`config.mk`:
```
export PLATFORM = sky130hd
export DESIGN_NAME = ldl_cdc_change_fifo_v1
export DESIGN_NICKNAME = d
export VERILOG_FILES = /design/src/rtl/ldl_cdc_change_fifo_v1.sv
export SDC_FILE = /design/constraint.sdc
export NUM_CORES = 1
export LEC_CHECK = 0
export CORE_MARGIN = 1
export CORE_UTILIZATION = 45
export DETAILED_ROUTE_END_ITERATION = 12
export GPL_ROUTABILITY_DRIVEN = 0
export PLACE_DENSITY = 0.73
export SLEW_MARGIN = 30
export SYNTH_ARGS = -nofsm -noshare
export SYNTH_HDL_FRONTEND = slang
export SYNTH_SLANG_ARGS = --single-unit
```
`constraint.sdc`:
```
create_clock -name clk -period 3.61 [get_ports clk]
set_input_delay 0.361 -clock clk [delete_from_list [all_inputs] [get_ports clk]]
set_output_delay 0.361 -clock clk [all_outputs]
set_load 0.005 [all_outputs]
```
`src/rtl/ldl_cdc_change_fifo_v1.sv`:
```
// Change detector with a stability filter feeding a small event FIFO, placed after a handshake CDC stage.
// Optional LDL_CHG_OVERWRITE_EN: when the FIFO overflows, the oldest event is replaced instead of the newest being dropped.
module ldl_cdc_change_fifo_v1 #(
    parameter int unsigned DW = 8,
    parameter int unsigned CW = 8,
    parameter int unsigned AW = 2
) (
    input  logic          clk,
    input  logic          rst,
    input  logic [CW-1:0] num,
    input  logic [DW-1:0] din,
    output logic          out_valid,
    input  logic          out_ready,
    output logic [DW-1:0] out_data,
    output logic [AW:0]   level,
    output logic          drop,
    output logic          ovf,
    input  logic          ovf_clr
);

    localparam int unsigned DEPTH = 1 << AW;

    typedef enum logic {IDLE, SETTLE} state_e;

    state_e        state_q;
    logic [DW-1:0] ref_q;
    logic [DW-1:0] cand_q;
    logic [CW-1:0] cnt_q;
    logic          commit_c;

    logic [DW-1:0] mem_q [DEPTH];
    logic [AW:0]   wr_q, wr_d;
    logic [AW:0]   rd_q, rd_d;
    logic [AW:0]   level_q, level_d;
    logic [DW-1:0] head_q, head_d;
    logic          out_valid_q;
    logic          drop_q, drop_d;
    logic          ovf_q, ovf_d;
    logic          full_c, pop_c, wr_en_c, rd_adv_c;

    // Candidate has survived the full window and still differs from the committed value
    assign commit_c = (state_q == SETTLE) && (din != ref_q) && (din == cand_q) && (cnt_q >= num);

    always_ff @(posedge clk) begin
        if (rst) begin
            state_q <= IDLE;
            ref_q   <= '0;
            cand_q  <= '0;
            cnt_q   <= '0;
        end else begin
            case (state_q)
                IDLE: begin
                    if (din != ref_q) begin
                        cand_q  <= din;
                        cnt_q   <= '0;
                        state_q <= SETTLE;
                    end
                end
                SETTLE: begin
                    if (din == ref_q) begin
                        state_q <= IDLE;
                    end else if (din != cand_q) begin
                        cand_q <= din;
                        cnt_q  <= '0;
                    end else if (cnt_q >= num) begin
                        ref_q   <= cand_q;
                        state_q <= IDLE;
                    end else begin
                        cnt_q <= cnt_q + CW'(1);
                    end
                end
                default: state_q <= IDLE;
            endcase
        end
    end

    always_comb begin
        full_c = (level_q == (AW+1)'(DEPTH));
        pop_c  = out_valid_q & out_ready;
        drop_d = commit_c & full_c & ~pop_c;
`ifdef LDL_CHG_OVERWRITE_EN
        wr_en_c  = commit_c;
        rd_adv_c = pop_c | drop_d;
`else
        wr_en_c  = commit_c & ~drop_d;
        rd_adv_c = pop_c;
`endif
        wr_d    = wr_en_c  ? wr_q + (AW+1)'(1) : wr_q;
        rd_d    = rd_adv_c ? rd_q + (AW+1)'(1) : rd_q;
        level_d = wr_d - rd_d;
        // A write into the slot that becomes the head must bypass the array
        if (wr_en_c && (wr_q[AW-1:0] == rd_d[AW-1:0])) begin
            head_d = cand_q;
        end else begin
            head_d = mem_q[rd_d[AW-1:0]];
        end
        ovf_d = drop_d ? 1'b1 : (ovf_clr ? 1'b0 : ovf_q);
    end

    always_ff @(posedge clk) begin
        if (rst) begin
            wr_q        <= '0;
            rd_q        <= '0;
            level_q     <= '0;
            head_q      <= '0;
            out_valid_q <= 1'b0;
            drop_q      <= 1'b0;
            ovf_q       <= 1'b0;
        end else begin
            wr_q        <= wr_d;
            rd_q        <= rd_d;
            level_q     <= level_d;
            head_q      <= head_d;
            out_valid_q <= (level_d != '0);
            drop_q      <= drop_d;
            ovf_q       <= ovf_d;
        end
    end

    always_ff @(posedge clk) begin
        if (wr_en_c) begin
            mem_q[wr_q[AW-1:0]] <= cand_q;
        end
    end

    assign out_valid = out_valid_q;
    assign out_data  = head_q;
    assign level     = level_q;
    assign drop      = drop_q;
    assign ovf       = ovf_q;

endmodule

```
==> results of run 1 <==
## state kept, by name (all words and copies together), names as in the netlist
| name | flops |
|---|---|
| cand_q | 8 |
| out_data | 8 |
| cnt_q | 8 |
| mem_q | 32 |
| drop | 1 |
| rd_q | 3 |
| ovf | 1 |
| ref_q | 8 |
| out_valid | 1 |
| level | 3 |
| state_q | 1 |
| wr_q | 3 |
## metal layers
metal  routed length [microns]  track usage
met1                      2960        0.205
met2                      2890        0.266
met3                       136       0.0288
met4                       123       0.0806
met5                         0            0
## layout make-up
type | count | area, sq um | area share
Clock buffer | 9 | 124 | 0.0300
Clock inverter | 7 | 65.1 | 0.0157
Inverter | 16 | 60.1 | 0.0145
Multi-Input combinational cell | 192 | 1500 | 0.363
Sequential cell | 77 | 1860 | 0.451
Tap cell | 99 | 124 | 0.0300
Timing Repair Buffer | 42 | 398 | 0.0963
## cell usage in the layout, fill, tap and decap left out, drive strengths merged, types with 4 or more instances in the layout
cell / n
a21oi: 17
and2: 7
buf: 9
clkbuf: 9
clkdlybuf4s50: 33
dfxtp: 45
edfxtp: 32
ha: 15
inv: 20
mux2i: 17
mux4: 8
nand2: 15
nand3: 7
nand4: 4
nor2: 31
nor3: 4
o21ai: 15
or3: 5
xnor2: 15
xor2: 9
## power by group through the flow
stage	clock network (mW)	registers (mW)	logic (mW)
2_1_floorplan	0	0.991	0.203
3_3_place_gp	0	0.992	0.339
3_5_place_dp	0	0.993	0.344
4_1_cts	0.632	0.973	0.347
5_1_grt	0.669	0.978	0.373
6_report	0.624	0.972	0.341
## kinds of logic (layout without fill, tap and decap cells)
kind of cell	after synthesis	in the layout	share of synthesized area
AND/OR/NAND/NOR	85	85	0.126
flip-flops	77	77	0.533
AO/OA/AOI/OAI	40	40	0.0655
multiplexers	26	26	0.112
XOR/XNOR	25	25	0.0666
buffers and inverters	25	74	0.0376
adder cells (fa/ha/maj)	16	16	0.0595
## stage by stage
step	cells	area, sq um	power [mW]	setup slack (ps)	utilization
floorplan	294	3490	1.19	362	-
global placement	426	3940	1.33	61.5	0.535
detailed placement	426	3940	1.34	39.0	0.535
CTS	442	4130	1.95	322	0.561
global route	442	4130	2.02	61.8	0.561
finish	442	4130	1.94	343	0.561
## worst paths after layout
kind	start	to	slack, ps	cells past startpoint
worst max-delay path	cnt_q[0]$_SDFFE_PP0P_	out_valid$_SDFF_PP0_	340	14
worst min register to register	cnt_q[5]$_SDFFE_PP0P_	cnt_q[5]$_SDFFE_PP0P_	500	2
worst min-delay path	cnt_q[5]$_SDFFE_PP0P_	cnt_q[5]$_SDFFE_PP0P_	500	2
worst max register to register	cnt_q[0]$_SDFFE_PP0P_	out_valid$_SDFF_PP0_	340	14
## worst max-delay path, delay by kind of cell (launching register included)
family | cells | cell delay [ps]
AND/OR/NAND/NOR | 2 | 270
XOR/XNOR | 4 | 720
adder cells (fa/ha/maj) | 3 | 810
buffers and inverters | 2 | 140
AO/OA/AOI/OAI | 3 | 760
flip-flops | 1 | 420
## cell usage after synthesis (5+ instances only)
library cell	number	area, sq um
mux2i_1	17	170
ha_1	15	188
or3_1	5	31.3
nand2_1	15	56.3
xnor2_1	15	131
xor2_1	9	78.8
mux4_1	8	210
nand3_1	7	35.0
a21oi_1	17	85.1
nor2_1	31	116
inv_1	15	56.3
o21ai_0	14	70.1
edfxtp_1	32	961
dfxtp_1	45	901
==> results.json, run 1 <==
{
  "ys_async_sr_fraction": 0,
  "skew_ps": 9.11,
  "min_path_type": "reg2reg",
  "powerDensity_nw_per_um2": 469,
  "dr_total_vias": 2268,
  "fillCellCount": 656,
  "cts-root-buf": "clkbuf_8",
  "cts_tree": "built",
  "worst_pin_slew_ps": 804,
  "drive_gt1_frac": 0.111,
  "numClockSinks": 77,
  "synth_edf_count": 32,
  "syn_inst": 294,
  "grt_max_degree": 22,
  "htree_num_levels": 3,
  "drt-total-wl_mm": 6.11,
  "setup_viol": 0,
  "status": "complete, no violations",
  "period_needed_ps": 3270,
  "path_cells": "inv_1, ha_1, nand2b_1, a2111o_1, a31oi_1, nor3_1, xnor2_1, ha_1, inv_1, fa_1, xnor2_1, xnor2_1, xnor2_1, a31oi_1",
  "area_delta_synth_final_pct": 18.3,
  "ys_ff_latch": 77,
  "finalCritPeriodShare": 0.905,
  "clock.fmax_mhz": 306,
  "netlist_area_sq_um": 3490,
  "start_util": 0.474,
  "drc": 0,
  "syn_avg_cell_area_sq_um": 11.9,
  "ir_worst_vdd_mv": 0.203,
  "crit_path_end_kind": "register",
  "worst_setup_path_start_kind": "register",
  "grt.overflow.total": 0,
  "io_buffers": 33,
  "seqPwrFrac": 0.502,
  "antenna_cells": 0,
  "worst-path-max-fanout": 5,
  "clk_pin_slew_ps": 90,
  "grt_pass1_vias": 2233,
  "core_sq_um": 7370,
  "core.rowCount": 31,
  "ys_types": 48,
  "die_w_microns": 90.1,
  "dieArea_sq_um": 8120,
  "clockPowerShare": 0.322,
  "synth_fp_nets": 330,
  "p_leak_nw": 1.60,
  "cp_slowest_cell": "a2111o_1",
  "grt_util_all_layers": 0.162,
  "intPower_mw": 1.41,
  "dieHeight_microns": 90.1,
  "ant_nets": 0,
  "drtIter0Drc": 65,
  "arrival_ps": 3480,
  "maxCapViolCount": 0,
  "path_class": "reg2reg",
  "wl_per_cell_microns": 13.8,
  "max_slew_margin": 0.462,
  "post_cts_resized": 0,
  "vias_per_cell": 5.13,
  "post_cts.repair.setup_buffers": 0,
  "whs_ps": 503,
  "power_switching_mw": 0.525,
  "antenna_found_initial": 0,
  "hold_viol_final": 0,
  "tritoncts.num_buffers": 9,
  "yosysSeqAreaShare": 0.533,
  "synth_ff_type": "dfxtp_1",
  "fin_tns_setup_ps": 0,
  "num_io_pins": 34,
  "ys_warn_count": 0,
  "switching_share": 0.271,
  "clock_latency_ps": 360,
  "grt_setup_unrepaired": "no",
  "firstDrtPassIters": 4,
  "cts.path.max_buffers": 2,
  "dpl.hpwl_mm": 4.32,
  "maxSlewViolCount": 0,
  "max_stage_delay_ps": 440,
  "grt_pass1_wl_mm": 10.3,
  "critPathRequiredTime_ps": 3820,
  "path_common_cell": "xnor2_1",
  "hold_buffers": 0,
  "nets": 374,
  "pwr-share-comb": 0.176
}
(Power assumes the default switching activity.)
==> inputs of run 2 (changes only) <==
--- a/config.mk
+++ b/config.mk
@@ -9,8 +9,9 @@
 export CORE_UTILIZATION = 45
 export DETAILED_ROUTE_END_ITERATION = 12
 export GPL_ROUTABILITY_DRIVEN = 0
+export HOLD_SLACK_MARGIN = 0.02
 export PLACE_DENSITY = 0.73
-export SLEW_MARGIN = 30
+export SLEW_MARGIN = 15
 export SYNTH_ARGS = -nofsm -noshare
 export SYNTH_HDL_FRONTEND = slang
 export SYNTH_SLANG_ARGS = --single-unit
==> results of run 2 <==
The final DEF is identical to that of run 1; final timing and power are the same.
==> inputs of run 3 (changes only) <==
--- a/config.mk
+++ b/config.mk
@@ -5,6 +5,7 @@
 export SDC_FILE = /design/constraint.sdc
 export NUM_CORES = 1
 export LEC_CHECK = 0
+export ABC_CLOCK_PERIOD_IN_PS = 3610
 export CORE_MARGIN = 1
 export CORE_UTILIZATION = 45
 export DETAILED_ROUTE_END_ITERATION = 12
==> constraint.sdc (replaced) <==
create_clock -name clk -period 3.61 [get_ports clk]
set_input_delay 0.361 -clock clk [delete_from_list [all_inputs] [get_ports clk]]
set_output_delay 0.361 -clock clk [all_outputs]
set_load 0.1 [all_outputs]
==> results of run 3 <==
Same layout as run 1 (identical final DEF). Status: complete, no violations.
Main changes from that run: total power 1.94 mW -> 2.16 mW; worst IR drop on VDD 0.203 mV -> 0.204 mV
